## config.mk

```make
export PLATFORM = sky130hd
export DESIGN_NAME = stream_wrr_scheduler
export DESIGN_NICKNAME = d
export VERILOG_FILES = /design/src/rtl/stream_wrr_scheduler.sv
export SDC_FILE = /design/constraint.sdc
export NUM_CORES = 1
export LEC_CHECK = 0
export ABC_AREA = 1
export BUFFER_PORTS_ARGS = -buffer_cell sky130_fd_sc_hd__clkbuf_2
export CAP_MARGIN = 20
export CELL_PAD_IN_SITES_DETAIL_PLACEMENT = 1
export CELL_PAD_IN_SITES_GLOBAL_PLACEMENT = 2
export CORE_MARGIN = 3
export CORE_UTILIZATION = 21
export CTS_CLUSTER_SIZE = 25
export DETAILED_ROUTE_END_ITERATION = 7
export GPL_ROUTABILITY_DRIVEN = 0
export GPL_TIMING_DRIVEN = 0
export MAX_ROUTING_LAYER = met4
export PLACE_DENSITY = 0.75
export SYNTH_ARGS = -nofsm -noshare
export SYNTH_HDL_FRONTEND = slang
export SYNTH_SLANG_ARGS = --single-unit
```

## constraint.sdc

```tcl
create_clock -name ACLK -period 3.9 [get_ports ACLK]
set_input_delay 0.39 -clock ACLK [delete_from_list [all_inputs] [get_ports ACLK]]
set_output_delay 0.39 -clock ACLK [all_outputs]
set_load 0.02 [all_outputs]
```

## src/rtl/stream_wrr_scheduler.sv

```systemverilog
`default_nettype none
// ============================================================================
// stream_wrr_scheduler: packet-locked weighted round-robin arbiter, one stream out.
// Option STREAM_WRR_SCHEDULER_PMU_EN adds per-input packet counters (pkt_cnt_o).
// Revision: 1.0
// ============================================================================
module stream_wrr_scheduler #(
    parameter int INPUT_NUM    = 5,
    parameter int DATA_WIDTH   = 16,
    parameter int WEIGHT_WIDTH = 4
) (
    input  logic                              ACLK,
    input  logic                              ARESETn,
    input  logic [INPUT_NUM*DATA_WIDTH-1:0]   data_i,
    input  logic [INPUT_NUM-1:0]              valid_i,
    input  logic [INPUT_NUM-1:0]              last_i,
    output logic [INPUT_NUM-1:0]              ready_o,
    input  logic [INPUT_NUM*WEIGHT_WIDTH-1:0] weight_i,
    output logic [DATA_WIDTH-1:0]             data_o,
    output logic                              valid_o,
    output logic                              last_o,
    input  logic                              ready_i,
    output logic [INPUT_NUM-1:0]              grant_o
`ifdef STREAM_WRR_SCHEDULER_PMU_EN
    ,
    output logic [INPUT_NUM*32-1:0]           pkt_cnt_o
`endif
);

    localparam int PTR_W = $clog2(INPUT_NUM);

    typedef enum logic [0:0] {
        ST_IDLE   = 1'b0,
        ST_LOCKED = 1'b1
    } state_t;

    state_t                  state_q, state_d;
    logic [PTR_W-1:0]        owner_q, owner_d;
    logic [PTR_W-1:0]        ptr_q, ptr_d;
    logic                    has_prev_q, has_prev_d;
    logic                    regrant_q, regrant_d;
    logic [WEIGHT_WIDTH-1:0] credit_q, credit_d;

    logic                    w_found;
    logic [PTR_W-1:0]        w_idx;
    logic [PTR_W-1:0]        w_pick;
    logic [WEIGHT_WIDTH-1:0] w_weight;
    logic                    w_done;

    // First valid input at or after ptr, wrapping modulo INPUT_NUM.
    always_comb begin
        w_found = 1'b0;
        w_pick  = '0;
        w_idx   = '0;
        for (int i = 0; i < INPUT_NUM; i++) begin
            w_idx = PTR_W'((int'(ptr_q) + i) % INPUT_NUM);
            if (!w_found && valid_i[w_idx]) begin
                w_found = 1'b1;
                w_pick  = w_idx;
            end
        end
    end

    assign w_weight = weight_i[w_pick*WEIGHT_WIDTH +: WEIGHT_WIDTH];

    always_comb begin
        data_o  = '0;
        valid_o = 1'b0;
        last_o  = 1'b0;
        ready_o = '0;
        grant_o = '0;
        if (state_q == ST_LOCKED) begin
            data_o           = data_i[owner_q*DATA_WIDTH +: DATA_WIDTH];
            valid_o          = valid_i[owner_q];
            last_o           = last_i[owner_q];
            ready_o[owner_q] = ready_i;
            grant_o[owner_q] = 1'b1;
        end
    end

    assign w_done = (state_q == ST_LOCKED) && valid_o && ready_i && last_o;

    // credit holds the re-grants still owed; only re-granted packets consume it,
    // so a weight of W yields W consecutive packets.
    always_comb begin
        state_d    = state_q;
        owner_d    = owner_q;
        ptr_d      = ptr_q;
        has_prev_d = has_prev_q;
        regrant_d  = regrant_q;
        credit_d   = credit_q;
        if (state_q == ST_IDLE) begin
            if (|valid_i) begin
                state_d    = ST_LOCKED;
                has_prev_d = 1'b1;
                if (has_prev_q && (credit_q != '0) && valid_i[owner_q]) begin
                    regrant_d = 1'b1;
                end else begin
                    owner_d   = w_pick;
                    regrant_d = 1'b0;
                    credit_d  = (w_weight == '0) ? '0 : w_weight - WEIGHT_WIDTH'(1);
                    ptr_d     = (w_pick == PTR_W'(INPUT_NUM - 1)) ? '0 : w_pick + PTR_W'(1);
                end
            end
        end else if (w_done) begin
            state_d = ST_IDLE;
            if (regrant_q && (credit_q != '0)) begin
                credit_d = credit_q - WEIGHT_WIDTH'(1);
            end
        end
    end

    always_ff @(posedge ACLK) begin
        if (!ARESETn) begin
            state_q    <= ST_IDLE;
            owner_q    <= '0;
            ptr_q      <= '0;
            has_prev_q <= 1'b0;
            regrant_q  <= 1'b0;
            credit_q   <= '0;
        end else begin
            state_q    <= state_d;
            owner_q    <= owner_d;
            ptr_q      <= ptr_d;
            has_prev_q <= has_prev_d;
            regrant_q  <= regrant_d;
            credit_q   <= credit_d;
        end
    end

`ifdef STREAM_WRR_SCHEDULER_PMU_EN
    generate
        for (genvar g = 0; g < INPUT_NUM; g++) begin : g_pkt_cnt
            logic [31:0] cnt_q;
            always_ff @(posedge ACLK) begin
                if (!ARESETn) begin
                    cnt_q <= '0;
                end else if (w_done && (owner_q == PTR_W'(g))) begin
                    cnt_q <= cnt_q + 32'd1;
                end
            end
            assign pkt_cnt_o[g*32 +: 32] = cnt_q;
        end
    endgenerate
`endif

endmodule
`default_nettype wire

```

==> impl_results.md, run 1 <==
* Die height at 128 um
* Critical setup path kind: flip-flop to flip-flop
* Routed len/inst at 16.1 um
* Post-synthesis sequential area ratio at 8.28%
* Clk_lat worst skew at 0.24 ns
* Final Max Tran Viols at 0
* Most frequent CP cell: nand2_4
* R2R Setup Slk at 0.04 ns
* CTS tree: built
* RSZ-0062 raised after global routing: yes
* Compound-gate portion of the synthesized area at 20.2%
* Reg-to-Reg End: credit_q[2]
* Startpoint Class: flip-flop
* Die W at 128 um
* Pre-CTS setup slack at -0.975 ns
* Post-synth top area share at 17.1%
* Data required time of the critical path at 4.08 ns
* Layout cells sized above 1 at 39.5%
* Peak supply drop at 0.629 mV
* Synth Area in XOR/XNOR at 1.11%
* Mapped Area at 0.00314 sq mm
* Final HPWL DP at 11.9 mm
* Crit path DAT at 4.03 ns
* Worst clock skew at 0.00131 ns
* Slew headroom at 53.4%
* Syn Inst Count at 565
* Core area at 0.0146 sq mm
* Yosys top cell by area: nand2_1
* Synth Area in Simple Gates at 50.1%
* Antenna violations before repair at 0
* Antenna Diode Count at 0
* CP endpoint kind: flip-flop
* Die area at 0.0165 sq mm
* Maxcap violations at 0
* Post-synthesis mux area share at 0%
* Post-synth cell types at 39
* Root Driver: clkbuf_16
* Slowest stage delay, CP at 0.35 ns
* Post-layout util at 32.5%
* Seq cells post-synth at 13
* Largest net degree at the start of global routing at 13
* Main synth FF type: dfxtp_1
* Largest cells by area after synthesis: nand2_1, nand3_1, ha_1, dfxtp_1, inv_1
* Worst R2R Path Depth at 33
* H-tree depth at 1
* Hold Crit Endpoint: has_prev_q
* Via count at 4414
* Minimum clock period at 3.86 ns
* Post-route DRC violation count at 0
* Tcrit/Tclk final at 98.9%
* Adder-Cell Fraction of Synth Area at 8.36%
* Fill count at 1954
* Syn Area/Cell at 5.56 sq um
* Min Hold Slack at 0.467 ns
* Cell area power density at 1130 mW/mm^2
* Area grow syn2layout at 50.9%
* CP max FO at 5
* Slowest CP cell: dfxtp_4
* Synth warn at 0
* Initial DRT Pass Iterations at 4
* Setup TNS at 0 ns
* Pwr Total at 0.00537 W
* Fmax at 259 MHz
* Worst Min Path Start: has_prev_q
* Worst-path clk slew at 0.04 ns
* Largest family of logic cells by synthesized area: simple AND/OR/NAND/NOR gates
* Async SR Flop Fraction at 0%
* Hold Path Class: flip-flop to flip-flop
* Leakage at 2.46 nW
* Number of synthesized flops with an enable pin at 0
* Final net count at 872
* IO Pins at 141
* WHS Path Cells at 2
* FP Rows at 44
* Final worst slack at 0.0446 ns
* Hold bufs inserted after CTS at 0
* Syn Nets at 699
* Starting density of the core at 21.5%
* Status: finished clean
* RR Startpoint: ptr_q[1]
* Setup-failing EPs final at 0
* Final count of hold timing violations at 0
* Slew of the pin with the lowest slew margin at 0.696 ns
* Routed wire length at 14.8 mm
* Num CTS Buffers at 3
* First-pass GRT wire length at 23.3 mm
* Via/cell ratio at 4.79
* CTS max path bufs at 2
* Global route overflow at 0
* DRT iter0 DRCs at 150
* CTS Sinks at 13
* Vias in the first global route at 4798
* I/O Buffers at 140
* GRT Total Usage at 17.5%
* Remaining antenna violation count at 0
==> synthesized netlist by cell type (4+ instances only) <==
cell type / count
inv_2: 11
ha_1: 21
nand2_1: 143
nand4_1: 14
nor4_1: 4
nand2_2: 21
nor2_1: 53
nand3_4: 4
nand3_2: 4
o21ai_0: 48
nand2_4: 5
nor3_1: 9
o21ai_1: 5
nand3_1: 58
dfxtp_1: 13
clkbuf_1: 15
a21oi_2: 4
a21oi_1: 17
o221ai_1: 17
inv_1: 68
==> timing repair <==
action	in CTS	in global routing
pin swaps	17	30
resized for setup	46	51
setup buffers	14	13
endpoints found under the setup margin	10	7
==> worst max path at each step <==
stage | slack, ns | cells past startpoint | from | end
after floorplan | 0.04 | 34 | ptr_q[0] | credit_q[2]
after global placement | -0.70 | 28 | ptr_q[0] | credit_q[3]
after detailed placement | -0.98 | 32 | ptr_q[0] | credit_q[2]
after CTS | 0.02 | 34 | ptr_q[0] | credit_q[2]
after global routing | -0.20 | 34 | ptr_q[1] | credit_q[2]
final | 0.04 | 33 | ptr_q[1] | credit_q[2]
==> cells by family after synthesis <==
group	count (synthesis)
AO/OA/AOI/OAI	103
XOR/XNOR	4
adder cells (fa/ha/maj)	21
buffers and inverters	98
flip-flops	13
AND/OR/NAND/NOR	326
==> placed cells by master (no fill, tap or decap), types with 4 or more instances in the layout <==
master | synthesis | final
nor4_1 | 4 | 4
a21oi_2 | 4 | 6
nor2_1 | 53 | 50
nand2_2 | 21 | 25
nand3_4 | 4 | 5
a21oi_1 | 17 | 15
clkbuf_1 | 15 | 16
o21ai_0 | 48 | 46
nand4_1 | 14 | 14
nand2_1 | 143 | 126
nor3_1 | 9 | 9
inv_1 | 68 | 62
inv_2 | 11 | 13
o21ai_2 | 3 | 4
nand3_2 | 4 | 15
ha_1 | 21 | 12
nand3_1 | 58 | 46
nor2_4 | 2 | 7
o221ai_1 | 17 | 17
buf_4 | 0 | 25
o21ai_1 | 5 | 5
nand2_4 | 5 | 18
ha_4 | 0 | 5
ha_2 | 0 | 4
dfxtp_1 | 13 | 10
clkbuf_2 | 0 | 140
==> where the power goes <==
group	switching, W	leakage (nW)	internal [W]
Combinational	0.00310	2.31	0.00185
Sequential	0.0000430	0.109	0.000181
Clock	0.0000531	0.0382	0.000138
Total	0.00320	2.46	0.00217
==> sequential cells by signal (all words and copies together), names as in the netlist <==
name / flops
has_prev_q: 1
state_q: 1
owner_q: 3
credit_q: 4
ptr_q: 3
regrant_q: 1
==> final cells by class <==
cell class                 count  area [sq um]  share of cell area, %
sequential                    13           272                   5.72
tap                          184           230                   4.85
buffer                        18          78.8                   1.66
inverter                      80           318                   6.70
multi-input combinational    454          2850                   60.1
timing repair buffer         168           916                   19.3
clock buffer                   4          78.8                   1.66
==> metrics by stage <==
stage          instances  area (sq um)
6_report             921          4740
4_1_cts              907          4430
2_1_floorplan        565          3140
3_5_place_dp         889          4070
5_1_grt              921          4740
3_3_place_gp         889          4070
==> critical path, delay by kind of cell, from the launching register on <==
| kind | cells | cell delay, ns |
|---|---|---|
| AND/OR/NAND/NOR | 21 | 1.86 |
| adder cells (fa/ha/maj) | 4 | 0.78 |
| AO/OA/AOI/OAI | 2 | 0.39 |
| flip-flops | 1 | 0.35 |
| buffers and inverters | 5 | 0.23 |
| XOR/XNOR | 1 | 0.20 |
==> routing by layer <==
layer  GRT usage [%]  routed length [um]  up-vias
li1                -                   -     2226
met1            20.2                6500     2051
met2            32.9                7430      122
met3            1.49                 677       15
met4            3.18                 231        0
met5               -                   0        -
(Power assumes the default switching activity.)
==> run 2: changes to the inputs <==
- CTS_BUF_LIST: default -> sky130_fd_sc_hd__clkbuf_16
==> impl_results.md, run 2 (synthesis results as in run 1) <==
* Status: finished clean (unchanged)
* GRT Total Usage at 17.5% (unchanged)
* IO Pins at 141 (unchanged)
* RSZ-0062 raised after global routing: yes (unchanged)
* Crit path DAT at 4.03 ns (about the same)
* Worst Min Path Start: has_prev_q (unchanged)
* Leakage at 2.47 nW (was 2.46 nW)
* WHS Path Cells at 2 (unchanged)
* Via count at 4416 (was 4414)
* Data required time of the critical path at 4.08 ns (about the same)
* Remaining antenna violation count at 0 (unchanged)
* Maxcap violations at 0 (unchanged)
* Die height at 128 um (unchanged)
* Pwr Total at 0.00536 W (was 0.00537 W)
* Minimum clock period at 3.86 ns (about the same)
* Max reg flops at 4 (unchanged)
* Worst R2R Path Depth at 33 (unchanged)
* Core area at 0.0146 sq mm (unchanged)
* Post-route DRC violation count at 0 (unchanged)
* Die W at 128 um (unchanged)
* Num CTS Buffers at 3 (unchanged)
* Final net count at 872 (unchanged)
* First-pass GRT wire length at 23.3 mm (unchanged)
* Root Driver: clkbuf_16 (unchanged)
* DRT iter0 DRCs at 150 (unchanged)
* Reg area at 272 sq um (unchanged)
* Tcrit/Tclk final at 98.9% (about the same)
* Via/cell ratio at 4.79 (about the same)
* Slowest stage delay, CP at 0.35 ns (about the same)
* Post-layout util at 32.5% (unchanged)
* Initial DRT Pass Iterations at 4 (unchanged)
* Clk_lat worst skew at 0.24 ns (about the same)
* Hold Path Class: flip-flop to flip-flop (unchanged)
* Layout cells sized above 1 at 39.5% (unchanged)
* Antenna Diode Count at 0 (unchanged)
* Final HPWL DP at 11.9 mm (unchanged)
* CTS max path bufs at 2 (unchanged)
* Largest net degree at the start of global routing at 13 (unchanged)
* Fmax at 259 MHz (about the same)
* Slowest CP cell: dfxtp_4 (unchanged)
* Vias in the first global route at 4798 (unchanged)
* Most frequent CP cell: nand2_4 (unchanged)
* Area grow syn2layout at 50.9% (unchanged)
* CTS Sinks at 13 (unchanged)
* Multi-input logic area at 0.00285 sq mm (unchanged)
* Final count of hold timing violations at 0 (unchanged)
* Slew headroom at 54.4% (was 53.4%)
* R2R Setup Slk at 0.04 ns (about the same)
* Biggest register: credit_q (unchanged)
* Slew of the pin with the lowest slew margin at 0.682 ns (was 0.696 ns)
* Routed wire length at 14.8 mm (about the same)
* Startpoint Class: flip-flop (unchanged)
* Worst-path clk slew at 0.04 ns (about the same)
* Setup-failing EPs final at 0 (unchanged)
* Starting density of the core at 21.5% (unchanged)
* Critical setup path kind: flip-flop to flip-flop (unchanged)
* Commonest cells after routing, fill and taps aside: clkbuf_2, nand2_1, inv_1 (unchanged)
* Final Max Tran Viols at 0 (unchanged)
* Largest registers: credit_q x4, owner_q x3, ptr_q x3 (unchanged)
* Commonest non-fill, non-tap cell in the layout: clkbuf_2 (unchanged)
* Crit. Startpoint: ptr_q[1] (unchanged)
* Peak supply drop at 0.629 mV (about the same)
* RR Startpoint: ptr_q[1] (unchanged)
* Fill count at 1954 (unchanged)
* CP endpoint kind: flip-flop (unchanged)
* Antenna violations before repair at 0 (unchanged)
* H-tree depth at 1 (unchanged)
* Routed len/inst at 16.1 um (about the same)
* CP max FO at 5 (unchanged)
* Die area at 0.0165 sq mm (unchanged)
* FP Rows at 44 (unchanged)
* Cell area power density at 1130 mW/mm^2 (about the same)
* Global route overflow at 0 (unchanged)
* I/O Buffers at 140 (unchanged)
* Worst clock skew at 0.00122 ns (was 0.00131 ns)
* CTS tree: built (unchanged)
==> run 2: worst paths after layout <==
kind,endpoint
max,credit_q[2]
min,has_prev_q
max reg2reg,credit_q[2]
min reg2reg,has_prev_q
==> run 2: routing by layer <==
metal | track usage [%] | part of all wire, % | vias to the layer above
li1 | - | - | 2226
met1 | 20.2 | 44 | 2051
met2 | 32.9 | 50 | 124
met3 | 1.49 | 4.7 | 15
met4 | 3.18 | 1.6 | 0
met5 | - | 0 | -
==> run 2: critical path, delay by kind of cell (launching register included) <==
family	cells	cell delay (ns)
and+or+nand+nor	21	1.85
adders and majority gates	4	0.78
AOI/OAI and AO/OA	2	0.39
DFF	1	0.35
buffers and inverters	5	0.23
xor gates and xnor gates	1	0.20
==> run 2: area by class of cell <==
type / instances / area share [%]
Sequential cell: 13 / 5.72
Tap cell: 184 / 4.85
Inverter: 80 / 6.70
Timing Repair Buffer: 168 / 19.3
Clock buffer: 3 / 1.58
Multi-Input combinational cell: 454 / 60.1
Buffer: 18 / 1.66
Clock inverter: 1 / 0.0791
==> run 2: what timing repair did <==
item                                    CTS  global route
gates resized for setup                  46            51
setup buffers                            14            13
pin swaps                                17            30
hold buffers                              0             0
endpoints found under the hold margin     0             0
endpoints found under the setup margin   10             7
==> run 2: power by group <==
group          switching (W)  internal, W  total, W
Sequential         0.0000430     0.000181  0.000224
Clock              0.0000535     0.000135  0.000188
Combinational        0.00310      0.00185   0.00495
Total                0.00320      0.00216   0.00536
==> run 2: stage by stage <==
| step | instance area (sq um) | worst slack (ns) | setup TNS (ns) | hold WS (ns) | instances |
|---|---|---|---|---|---|
| 3_5_place_dp | 4070 | -0.975 | -6.64 | 0.463 | 889 |
| 3_3_place_gp | 4070 | -0.698 | -4.13 | 0.442 | 889 |
| 6_report | 4740 | 0.0439 | 0 | 0.467 | 921 |
| 4_1_cts | 4430 | 0.0182 | 0 | 0.477 | 907 |
| 2_1_floorplan | 3140 | 0.0372 | 0 | 0.431 | 565 |
| 5_1_grt | 4740 | -0.198 | -0.603 | 0.491 | 921 |
